### src/rtl/latch_stim_pkg.sv
// Shared types and default constants for the latch stimulus sequencer.
// Counter width and the fallback values used when a config field is zero.
package latch_stim_pkg;

  localparam int STIM_CNT_W      = 21;
  localparam int STIM_DEF_D_HALF = 401;
  localparam int STIM_DEF_G_HALF = 200;
  localparam int STIM_DEF_BUDGET = 4000;

  typedef enum logic [1:0] {
    IDLE = 2'd0,
    RUN  = 2'd1,
    DONE = 2'd2
  } stim_state_t;

endpackage

### src/rtl/latch_stim_gen_toggler.sv
// Square-wave generator: registered output flips each time the count reaches half-1.
// Output changes 1 clk after the qualifying edge; no backpressure, en simply pauses the wave.
module half_period_toggler #(
  parameter int CNT_W = latch_stim_pkg::STIM_CNT_W
) (
  input  logic             clk,
  input  logic             rst_n,
  input  logic             clr,
  input  logic             en,
  input  logic [CNT_W-1:0] half,
  input  logic             init_val,
  output logic             out
);

  logic [CNT_W-1:0] cnt_q, cnt_d;
  logic             out_q, out_d;
  logic [CNT_W-1:0] last_cnt;

  // half==1 gives last_cnt==0, so the wave flips every enabled cycle
  assign last_cnt = half - CNT_W'(1);

  always_comb begin
    cnt_d = cnt_q;
    out_d = out_q;
    if (clr) begin
      cnt_d = '0;
      out_d = init_val;
    end else if (en) begin
      if (cnt_q == last_cnt) begin
        cnt_d = '0;
        out_d = ~out_q;
      end else begin
        cnt_d = cnt_q + CNT_W'(1);
      end
    end
  end

  always_ff @(posedge clk) begin
    if (!rst_n) begin
      cnt_q <= '0;
      out_q <= 1'b0;
    end else begin
      cnt_q <= cnt_d;
      out_q <= out_d;
    end
  end

  assign out = out_q;

endmodule

### src/rtl/latch_stim_gen.sv
// Drives latch D and gate as two independent square waves for a bounded run, with start/stop control.
// start -> busy is 1 clk, last RUN cycle -> done is 1 clk; no backpressure.
module latch_stim_gen
  import latch_stim_pkg::*;
#(
  parameter int CNT_W      = STIM_CNT_W,
  parameter int DEF_D_HALF = STIM_DEF_D_HALF,
  parameter int DEF_G_HALF = STIM_DEF_G_HALF,
  parameter int DEF_BUDGET = STIM_DEF_BUDGET
) (
  input  logic             clk,
  input  logic             rst_n,
  input  logic             start,
  input  logic             stop,
  input  logic [CNT_W-1:0] d_half_period,
  input  logic [CNT_W-1:0] g_half_period,
  input  logic [CNT_W-1:0] budget,
  output logic             d_out,
  output logic             g_out,
  output logic             busy,
  output logic             done,
  output logic [CNT_W-1:0] elapsed
);

  stim_state_t      state_q;
  logic             busy_q, done_q;
  logic [CNT_W-1:0] d_half_q, g_half_q, budget_q, elapsed_q;
  logic [CNT_W-1:0] d_half_d, g_half_d, budget_d;
  logic             start_acc, run_en, budget_hit;

  // stop outranks start when idle, and outranks budget expiry while running
  assign start_acc  = (state_q != RUN) && start && !stop;
  assign run_en     = (state_q == RUN) && !stop;
  assign budget_hit = (elapsed_q == budget_q - CNT_W'(1));

  assign d_half_d = (d_half_period == '0) ? CNT_W'(DEF_D_HALF) : d_half_period;
  assign g_half_d = (g_half_period == '0) ? CNT_W'(DEF_G_HALF) : g_half_period;
  assign budget_d = (budget == '0)        ? CNT_W'(DEF_BUDGET) : budget;

  always_ff @(posedge clk) begin
    if (!rst_n) begin
      state_q   <= IDLE;
      busy_q    <= 1'b0;
      done_q    <= 1'b0;
      elapsed_q <= '0;
      d_half_q  <= '0;
      g_half_q  <= '0;
      budget_q  <= '0;
    end else begin
      case (state_q)
        IDLE, DONE: begin
          if (start_acc) begin
            state_q   <= RUN;
            busy_q    <= 1'b1;
            done_q    <= 1'b0;
            elapsed_q <= '0;
            d_half_q  <= d_half_d;
            g_half_q  <= g_half_d;
            budget_q  <= budget_d;
          end
        end
        RUN: begin
          if (stop) begin
            state_q <= DONE;
            busy_q  <= 1'b0;
            done_q  <= 1'b1;
          end else begin
            elapsed_q <= elapsed_q + CNT_W'(1);
            if (budget_hit) begin
              state_q <= DONE;
              busy_q  <= 1'b0;
              done_q  <= 1'b1;
            end
          end
        end
        default: begin
          state_q <= IDLE;
          busy_q  <= 1'b0;
          done_q  <= 1'b0;
        end
      endcase
    end
  end

  half_period_toggler #(.CNT_W(CNT_W)) u_d_wave (
    .clk      (clk),
    .rst_n    (rst_n),
    .clr      (start_acc),
    .en       (run_en),
    .half     (d_half_q),
    .init_val (1'b0),
    .out      (d_out)
  );

  half_period_toggler #(.CNT_W(CNT_W)) u_g_wave (
    .clk      (clk),
    .rst_n    (rst_n),
    .clr      (start_acc),
    .en       (run_en),
    .half     (g_half_q),
    .init_val (1'b1),
    .out      (g_out)
  );

  assign busy    = busy_q;
  assign done    = done_q;
  assign elapsed = elapsed_q;

endmodule

### config.mk
export PLATFORM = sky130hd
export DESIGN_NAME = latch_stim_gen
export DESIGN_NICKNAME = d
export VERILOG_FILES = /design/src/rtl/latch_stim_pkg.sv /design/src/rtl/latch_stim_gen_toggler.sv /design/src/rtl/latch_stim_gen.sv
export SDC_FILE = /design/constraint.sdc
export NUM_CORES = 1
export LEC_CHECK = 0
export CORE_UTILIZATION = 41
export CTS_CLUSTER_SIZE = 20
export DETAILED_ROUTE_END_ITERATION = 6
export PLACE_DENSITY = 0.61
export REMOVE_ABC_BUFFERS = 1
export SYNTH_ARGS = -nofsm -noshare
export SYNTH_HDL_FRONTEND = slang
export SYNTH_SLANG_ARGS = --single-unit
### constraint.sdc
create_clock -name clk -period 8.1 [get_ports clk]
set_clock_uncertainty 0.05 [all_clocks]
set_input_delay 1.62 -clock clk [delete_from_list [all_inputs] [get_ports clk]]
set_output_delay 1.62 -clock clk [all_outputs]
set_load 0.005 [all_outputs]
# [Yosys cells after proc, flatten, opt, wreduce, memory -nomap -nowiden]
# Index checks and enable logic that the tools add are counted.
[word_totals] register_bits=132 out_inout_bits=25 elab_cells=70
[op_classes] bitwise=3 add_sub_neg=6 eq_ne=9 n_reduce_logical=18 n_mux=23
[op_table] operator="21-bit two-way mux" count=7
[op_table] operator="21-bit by 1-bit adder with 21-bit output, second input constant" count=3
[op_table] operator="21-bit equality test" count=3
[op_table] operator="21-bit logical NOT" count=3
[op_table] operator="21-bit by 1-bit subtractor with 21-bit output, second input constant" count=3
[op_table] operator="21-bit one-hot mux with 2 select lines" count=1
[op_table] operator="1-bit two-way mux" count=9
[op_table] operator="2-bit AND reduction" count=4
[op_table] operator="2-bit two-way mux" count=3
[op_table] operator="2-bit nonzero test" count=3
[op_table] operator="2-bit inequality test, second input constant" count=2
[op_table] operator="1-bit one-hot mux with 2 select lines" count=2
[op_table] operator="2-bit one-hot mux with 2 select lines" count=1
[op_table] operator="2-bit OR reduction" count=2
[op_table] operator="1-bit logical AND" count=3
[op_table] operator="3-bit inequality test, second input constant" count=1
[op_table] operator="1-bit NOT" count=3
[op_table] operator="3-bit AND reduction" count=1
[op_table] operator="2-bit by 1-bit equality test with 1-bit output, second input constant" count=1
[op_table] operator="2-bit equality test, second input constant" count=1
[op_table] operator="2-bit logical NOT" count=1
[op_table] operator="2-bit by 1-bit inequality test with 1-bit output, second input constant" count=1
[op_table] operator="1-bit logical NOT" count=1

# [Depth between registers and ports, before layout]
# Gate-level depths: netlist of run 1.
[logic_depth] ltp_word=5 depth_mapped=13

# [By module]
# Synthesis of run 1 repeated with hierarchy kept, for this count alone.
[unflattened] hier_cells=965 area_unflattened_um2=8001.4
[by_module_without_submodules] mod="latch_stim_gen" seq_area_each_um2=1741.7 area_each_um2=4007.6 n_inst=1 cells_each=459
[by_module_without_submodules] mod="half_period_toggler" seq_area_each_um2=440.4 area_each_um2=1996.9 n_inst=2 cells_each=253

# [Worst setup path before layout of run 1]
# OpenSTA, ideal clock, no wires.
[synth_path] kind="input port to flip-flop" start="input stop" end="register elapsed_q[14], in the netlist elapsed[14]" setup_ns=0.070 setup_slack_ns=4.601 arrival_time_ns=3.379 stages=7 required_ns=7.980 path_cell_list="clkbuf_8 nor3_2 o21ai_0 nor3_1 nand2_1 or3_1 a21oi_1"
[synth_via] elab_chain_len=4 elab_cells_between_ends=5 classes_between="eq/ne (2); reduce/logical (3)"
[synth_lines] item="start: declaration" line="latch_stim_gen.sv:14" rtl="input logic stop,"
[synth_lines] item="1-bit logical NOT" line="latch_stim_gen.sv:32" rtl="assign start_acc = (state_q != RUN) && start && !stop;"
[synth_lines] item="1-bit logical AND" line="latch_stim_gen.sv:32"
[synth_lines] item="2-bit inequality test (no line)"
[synth_lines] item="3-bit AND reduction (no line) (*)"
[synth_lines] item="end signal: assignment" line="latch_stim_gen.sv:68" rtl="elapsed_q <= elapsed_q + CNT_W'(1);"
[synth_lines] item="end: declaration" line="latch_stim_gen.sv:27" rtl="logic [CNT_W-1:0] d_half_q, g_half_q, budget_q, elapsed_q;"
# Mark *: on every way between the ends. The rest lies on a longest branch, timed or not.
# A chain may end at the register's enable or synchronous reset.

# [Worst setup path in the final report of run 1]
[layout_path] start="input stop" end="register elapsed_q[20], in the netlist elapsed[20]"
# The elaborated chain is that of the path after synthesis.

==> impl_metrics.yaml, run 1 <==
status:
  outcome: "finished, final reports clean"
die:
  core_area_sq_mm: 0.01748
  die_w_um: 136.7
  dieArea_sq_mm: 0.01869
  boundaryPins: 92
  initial_core_util_pct: 42.56
  fp-row-count: 48
  die_h_um: 136.7
worst_setup_path:
  critical_path_buf_inv_count: 1
  cp.depth: 8
  critPathKind: "input pin to flop"
  path_common_cell: "nor3_1"
  crit_chain: "clkdlybuf4s50_1 > nor3_4 > o21ai_0 > nor3_1 > nand2_1 > nor3_1 > xnor2_1 > nor2_1"
  crit_fanout: 28
  reg2reg_from: "d_half_q[0]"
  required_ns: 8.33
  r2r-end: "u_d_wave.cnt_q[14]"
  max_stage_delay_ns: 0.85
  r2r_cells: 10
  rrSetupSlack_ns: 4.78
  start_kind: "input pin"
  endpoint: "elapsed[20]"
  cp-end-kind: "flop"
  critPathTopFamily: "simple AND/OR/NAND/NOR gates"
  startpoint: "stop"
  slowest_stage: "nor3_4"
  crit_arrival_ns: 4.74
clocking:
  ctsHtreeMaxLevel: 4
  clk_pin_slew_ns: 0.06
  cts_sinks: 131
  cts_resized: 0
  cts_tree: "done"
  clock_path_buffers: 2
  insertion_delay_ns: 0.42
  hold_buffers: 0
  cts-root-buf: "clkbuf_16"
  post_cts_buffers: 0
  numCtsBuffers: 17
layout:
  drive_gt1_share_pct: 6.918
  nNetsFinal: 1043
  antenna_cells: 0
  area_delta_synth_final_pct: 22.69
  fill_cells: 1664
drt:
  dr.pass1.iters: 4
  drtIter0Drc: 382
  totalWireLength_um: 19900
  routedWlPerCell_um: 16.47
  route.vias.total: 6660
  via_per_inst: 5.513
  drc_errors: 0
  final_antenna_net_count: 0
logic_synthesis:
  ys.warnings.count: 0
  ys_top_cells_by_area: "dfxtp_1 35%, xor2_1 7.8%, xnor2_1 7.1%, nor2_1 5.6%, a22o_1 4.2%"
  ys_seq_area_share_pct: 35.26
  ys.flop_type: "dfxtp_1"
  ys_seq_elements: 131
  synth_top_area_share_pct: 35.26
  synth.largest_area_cell: "dfxtp_1"
  syn_area_sq_mm: 0.007438
  ys_async_sr_fraction_pct: 0
  synth_edf_count: 0
  synth_most_common_cell: "dfxtp_1"
  synth_commonest_cells: "131 x dfxtp_1, 111 x nor2_1, 78 x nand2_1, 66 x xor2_1, 60 x xnor2_1"
  avgSynthCellArea_sq_um: 8.320
  synth_cell_types: 78
  syn_inst: 894
global_routing:
  grt_pass1_vias: 6233
  grt_pass1_wl_um: 31760
  grt_max_degree: 35
  grt_usage_pct: 21.99
  grt_overflow: 0
  antenna_found_initial: 0
sta:
  fin_crit_sh_pct: 55.73
  slew_headroom_pct: 31.66
  period_needed_ns: 4.514
  setup_ws_ns: 3.586
  max_freq_ghz: 0.2215
  rsz0062_at_grt: "false"
  tns_ns: 0
  setup_viol: 0
  hold_violations: 0
  max_slew.worst_pin.slew_ns: 1.021
  slew_violations: 0
placement:
  portBuffers: 91
  globalplace.congestion: 0.8900
  hpwl_um: 14990
  pre_cts_ws_ns: 3.096
pwr:
  vdd.ir_drop.worst_mv: 0.1345
  power_density_mw_per_mm2: 202.2
  p_leak_nw: 3.260
run:
  drv_cap: 0
hold_path:
  holdCritPathClass: "flop to flop"
-- kinds of logic (layout without fill, tap and decap cells) --
group | after synthesis | count (layout) | synth area share (%)
simple gates | 408 | 408 | 29.17
compound gates | 161 | 161 | 15.36
flops | 131 | 131 | 35.26
xor+xnor | 126 | 126 | 14.84
buf+inv | 57 | 146 | 3.684
fa+ha+maj | 6 | 6 | 1.009
mux | 5 | 5 | 0.6897
-- placed cells by master (no fill, tap or decap), types with 6 or more instances in the layout --
| master | instances |
|---|---|
| nor4_1 | 24 |
| clkbuf_16 | 17 |
| o211ai_1 | 7 |
| nand3_1 | 41 |
| and3_1 | 9 |
| nor3_1 | 40 |
| dfxtp_1 | 131 |
| or4_1 | 11 |
| clkdlybuf4s50_1 | 91 |
| ha_1 | 6 |
| a21oi_1 | 15 |
| nand4_1 | 21 |
| a31oi_1 | 7 |
| xor2_1 | 66 |
| inv_1 | 19 |
| xnor2_1 | 60 |
| o21ai_0 | 38 |
| a21boi_0 | 13 |
| nand2_1 | 78 |
| nor2_1 | 111 |
| nand2b_1 | 11 |
| a22o_1 | 36 |
| or3_1 | 11 |
-- stage by stage --
step | cell area (sq um) | hold WS (ns) | utilization (%) | std cells | total power [mW]
finish | 9126 | 0.4267 | 52.22 | 1208 | 1.845
global route | 9126 | 0.4619 | 52.22 | 1208 | 1.911
CTS | 9126 | 0.4290 | 52.22 | 1208 | 1.853
detailed placement | 8464 | 0.4190 | 48.43 | 1176 | 0.9845
global placement | 8464 | 0.4076 | 48.43 | 1176 | 0.9834
floorplan | 7236 | 0.4068 | - | 856 | 0.8853
-- sequential cells by signal, indices dropped and copies added (netlist names), 2 cells and up --
name / flops
u_g_wave.cnt_q: 21
budget_q: 21
u_d_wave.cnt_q: 21
d_half_q: 21
state_q: 2
elapsed: 21
g_half_q: 21
-- per-layer routing --
metal / up-vias / GRT usage [%] / share of wire [%]
met2: 146 / 36.10 / 46
met4: 0 / 7.099 / 1.5
met5: - / 0 / 0
met3: 21 / 3.481 / 4.2
met1: 3113 / 29.29 / 48
li1: 3380 / - / -
-- area by class of cell --
cell class / count / area [sq um] / area share (%)
repair buffers: 95 / 940.9 / 10.31
flip-flops and latches: 131 / 2623 / 28.74
inverters: 19 / 71.32 / 0.7815
well taps: 225 / 281.5 / 3.085
clock buffers: 18 / 439.2 / 4.812
clock inverters: 14 / 222.7 / 2.440
multi-input cells: 706 / 4548 / 49.84
-- worst register-to-register path: stages, from the launching register on --
cell and delay (ns):
dfxtp_1 0.36, inv_1 0.12, ha_1 0.26, or3b_2 0.53
o32ai_1 0.25, o311ai_0 0.19, nor4_1 0.27, nand4_1 0.18
or4_4 0.56, nand2_2 0.34, nor2_1 0.10
-- how the worst min path moves through the flow --
stage,startpoint,endpoint,slack [ns],depth (start not counted)
after floorplan,budget_q[20],budget_q[20],0.41,2
after global placement,u_d_wave.out,u_d_wave.out,0.41,2
final,u_d_wave.out,u_d_wave.out,0.43,2
after detailed placement,u_d_wave.out,u_d_wave.out,0.42,2
after global routing,d_half_q[20],d_half_q[20],0.46,2
after CTS,u_d_wave.out,u_d_wave.out,0.43,2
-- where the power goes --
group	switching (mW)	internal (mW)
Sequential	0.0310	0.664
Combinational	0.146	0.133
Clock	0.312	0.559
No activity file was read; power rests on OpenSTA's default activity.
==> inputs of run 2 (changes only) <==
- PLACE_DENSITY: 0.61 -> 0.63
- clock period: 8.1 -> 3.8 ns (I/O delays scaled with it)
==> impl_metrics.yaml, run 2 (synthesized netlist as in run 1, its figures left out) <==
die:
  fp-row-count: 48
  initial_core_util_pct: 42.56
  die_w_um: 136.7
  boundaryPins: 92
  dieArea_sq_mm: 0.01869
  die_h_um: 136.7
  core_area_sq_mm: 0.01748
clocking:
  cts-root-buf: "clkbuf_16"
  post_cts_buffers: 0
  insertion_delay_ns: 0.42
  clock_path_buffers: 2
  cts_tree: "done"
  ctsHtreeMaxLevel: 4
  clk_pin_slew_ns: 0.06
  numCtsBuffers: 17
  cts_resized: 0
  cts_sinks: 131
  hold_buffers: 0
sta:
  setup_viol: 0
  setup_ws_ns: 0.4849
  max_freq_ghz: 0.3016
  slew_headroom_pct: 57.35
  tns_ns: 0
  hold_violations: 0
  whs_ns: 0.4267
  fin_crit_sh_pct: 87.24
  rsz0062_at_grt: "false"
  max_slew.worst_pin.slew_ns: 0.6308
  period_needed_ns: 3.315
  slew_violations: 0
worst_setup_path:
  required_ns: 4.04
  critical_path_buf_inv_count: 1
  r2r_cells: 10
  critPathTopFamily: "simple AND/OR/NAND/NOR gates"
  crit_arrival_ns: 3.56
  critPathKind: "flop to flop"
  max_stage_delay_ns: 0.53
  crit_fanout: 20
  slowest_stage: "or3b_2"
  r2r-end: "u_d_wave.cnt_q[11]"
  reg2reg_from: "d_half_q[0]"
  cp-end-kind: "flop"
  start_kind: "flop"
  crit_chain: "inv_1 > ha_1 > or3b_2 > o32ai_1 > o311ai_0 > nor4_1 > nand4_1 > or4_4 > nand2_2 > nor2_1"
  rrSetupSlack_ns: 0.48
global_routing:
  grt_overflow: 0
  grt_max_degree: 33
  antenna_found_initial: 0
  grt_pass1_wl_um: 32390
  grt_usage_pct: 22.38
  grt_pass1_vias: 6263
layout:
  fin_util_pct: 52.50
  final_cell_mix: "131 x dfxtp_1, 111 x nor2_1, 91 x clkdlybuf4s50_1, 78 x nand2_1, 66 x xor2_1"
  instances_no_fill: 1221
  nNetsFinal: 1057
  final_area_sq_mm: 0.009175
  area_delta_synth_final_pct: 23.35
  drive_gt1_share_pct: 8.133
  antenna_cells: 0
  layout_commonest_cell: "dfxtp_1"
drt:
  route.vias.total: 6695
  dr.pass1.iters: 5
  via_per_inst: 5.483
  routedWlPerCell_um: 16.07
  final_antenna_net_count: 0
  drtIter0Drc: 347
  drc_errors: 0
  totalWireLength_um: 19620
placement:
  hpwl_um: 14770
  portBuffers: 91
  placed_cell_area_sq_mm: 0.008582
  globalplace.congestion: 0.9040
  pre_cts_ws_ns: 0.4780
  placed_cells: 1190
pwr:
  p_leak_nw: 3.311
  power_density_mw_per_mm2: 407.1
  vdd.ir_drop.worst_mv: 0.3104
  finalPower_mw: 3.735
status:
  outcome: "finished, final reports clean"
hold_path:
  holdPathEnd: "u_d_wave.out"
  hold_start: "u_d_wave.out"
  holdCritPathClass: "flop to flop"
  holdPathStages: 2
run:
  drv_cap: 0
## run 2: layout make-up
class | count | area, sq um
flip-flops and latches | 131 | 2623
fillers | 1660 | 8302
clock inverters | 11 | 126.4
inverters | 19 | 71.32
multi-input cells | 706 | 4548
clock buffers | 20 | 466.7
well taps | 225 | 281.5
repair buffers | 109 | 1059
## run 2: power breakdown
part           total (mW)  leakage (nW)  switching [mW]  internal (mW)
registers            1.48          1.06          0.0640           1.41
logic               0.603          1.95           0.309          0.294
clock network        1.65         0.293           0.635           1.02
total                3.74          3.31            1.01           2.73
## run 2: worst max path at each step
| stage | startpoint | slack [ns] | cells past startpoint | to |
|---|---|---|---|---|
| detailed placement | stop | 0.48 | 7 | elapsed[14] |
| floorplan | g_half_q[2] | 0.60 | 8 | u_g_wave.cnt_q[0] |
| global placement | stop | 0.54 | 7 | elapsed[18] |
| global route | d_half_q[0] | 0.16 | 10 | u_d_wave.cnt_q[6] |
| finish | d_half_q[0] | 0.48 | 10 | u_d_wave.cnt_q[11] |
| CTS | d_half_q[0] | 0.48 | 10 | u_d_wave.cnt_q[11] |
## run 2: layer usage
layer / part of all wire (%) / GRT usage [%]
met1: 50 / 30.93
met2: 45 / 34.72
met3: 4.2 / 5.185
met4: 1.1 / 5.926
met5: 0 / 0
## run 2: worst register-to-register path, delay by kind of cell (launching register included)
kind	cells	cell delay, ns
and+or+nand+nor	6	2.03
AOI/OAI and AO/OA	2	0.41
DFF	1	0.35
adders and majority gates	1	0.24
buffers and inverters	1	0.10
==> inputs of run 3 (changes only) <==
- CORE_ASPECT_RATIO: default -> 0.7
- SLEW_MARGIN: default -> 15
==> impl_metrics.yaml, run 3 (synthesized netlist as in run 1, its figures left out) <==
status:
  outcome: "finished, final reports clean"
sta:
  rsz0062_at_grt: "false"
  max_freq_ghz: 0.2975
  period_needed_ns: 3.362
  setup_ws_ns: 0.4382
  max_slew.worst_pin.slew_ns: 1.044
  fin_crit_sh_pct: 88.47
  tns_ns: 0
  slew_headroom_pct: 30.12
  setup_viol: 0
  slew_violations: 0
  hold_violations: 0
global_routing:
  grt_usage_pct: 23.82
  grt_max_degree: 33
  grt_pass1_vias: 6242
  grt_pass1_wl_um: 34220
  antenna_found_initial: 0
  grt_overflow: 0
placement:
  pre_cts_ws_ns: 0.5182
  hpwl_um: 15950
  globalplace.congestion: 0.9229
  portBuffers: 91
drt:
  routedWlPerCell_um: 17.42
  drc_errors: 0
  route.vias.total: 6837
  final_antenna_net_count: 0
  drtIter0Drc: 687
  totalWireLength_um: 21400
  via_per_inst: 5.568
  dr.pass1.iters: 5
worst_setup_path:
  crit_fanout: 20
  critPathKind: "flop to flop"
  start_kind: "flop"
  cp-end-kind: "flop"
  required_ns: 4.04
  crit_arrival_ns: 3.60
layout:
  nNetsFinal: 1057
  area_delta_synth_final_pct: 23.31
  layout_commonest_cell: "dfxtp_1"
  final_cell_mix: "131 x dfxtp_1, 111 x nor2_1, 91 x clkdlybuf4s50_1, 78 x nand2_1, 66 x xor2_1"
  drive_gt1_share_pct: 8.124
  antenna_cells: 0
clocking:
  cts_sinks: 131
  cts_resized: 0
  ctsHtreeMaxLevel: 4
  cts-root-buf: "clkbuf_16"
  numCtsBuffers: 17
  hold_buffers: 0
  insertion_delay_ns: 0.42
  cts_tree: "done"
  clk_pin_slew_ns: 0.06
  clock_path_buffers: 2
  post_cts_buffers: 0
die:
  fp-row-count: 40
  dieArea_sq_mm: 0.01869
  boundaryPins: 92
  initial_core_util_pct: 42.59
  die_w_um: 163.0
  die_h_um: 114.7
  core_area_sq_mm: 0.01747
pwr:
  vdd.ir_drop.worst_mv: 0.3034
  p_leak_nw: 3.293
  power_density_mw_per_mm2: 406.5
run:
  drv_cap: 0
hold_path:
  holdCritPathClass: "flop to flop"
## run 3: cell types whose count changed in the layout (fill, tap and decap cells not counted), sizes merged
| cell | before | now |
|---|---|---|
| clkinvlp | 1 | 3 |
| clkbuf | 20 | 18 |
| inv | 22 | 23 |
## run 3: per-stage QoR
| stage | power (mW) | cells | cell area, sq um | utilization (%) | hold WS, ns |
|---|---|---|---|---|---|
| detailed placement | 2.113 | 1196 | 8589 | 49.18 | 0.4312 |
| floorplan | 1.887 | 856 | 7236 | - | 0.4068 |
| CTS | 3.737 | 1228 | 9173 | 52.51 | 0.4413 |
| finish | 3.729 | 1228 | 9173 | 52.51 | 0.4383 |
| global route | 3.892 | 1228 | 9173 | 52.51 | 0.4560 |
| global placement | 2.109 | 1196 | 8589 | 49.18 | 0.4201 |
## run 3: final timing paths
path                            slack, ns  cells past startpoint                  to    startpoint
worst min register to register       0.44                      2        g_half_q[20]  g_half_q[20]
worst min-delay path                 0.44                      2        g_half_q[20]  g_half_q[20]
worst max register to register       0.44                     10  u_d_wave.cnt_q[10]   d_half_q[0]
worst max-delay path                 0.44                     10  u_d_wave.cnt_q[10]   d_half_q[0]
## run 3: final cells by class
class / count / area [sq um]
clock buffer: 18 / 429.2
clock inverter: 14 / 153.9
fill: 1661 / 8294
inverter: 19 / 71.32
multi-input combinational: 706 / 4548
sequential: 131 / 2623
tap: 231 / 289.0
timing repair buffer: 109 / 1059
## run 3: critical path: stages, from the launching register on
cell	delay [ns]
dfxtp_1	0.35
inv_1	0.11
ha_1	0.26
or3b_2	0.54
o32ai_1	0.26
o311ai_0	0.22
nor4_1	0.27
nand4_1	0.17
or4_4	0.53
nand2_2	0.36
nor2_1	0.11
## run 3: per-layer routing
layer | routed length (um) | GRT usage (%) | part of all wire, %
met4 | 137 | 4.424 | 0.64
met1 | 11270 | 37.22 | 53
met5 | 0 | 0 | 0
met2 | 8654 | 33.36 | 40
met3 | 1339 | 4.382 | 6.3
## run 3: power breakdown
| part | internal (mW) | leakage [nW] | switching, mW | total (mW) |
|---|---|---|---|---|
| clock | 0.974 | 0.278 | 0.661 | 1.63 |
| sequential | 1.41 | 1.06 | 0.0656 | 1.48 |
| combinational | 0.290 | 1.95 | 0.324 | 0.614 |
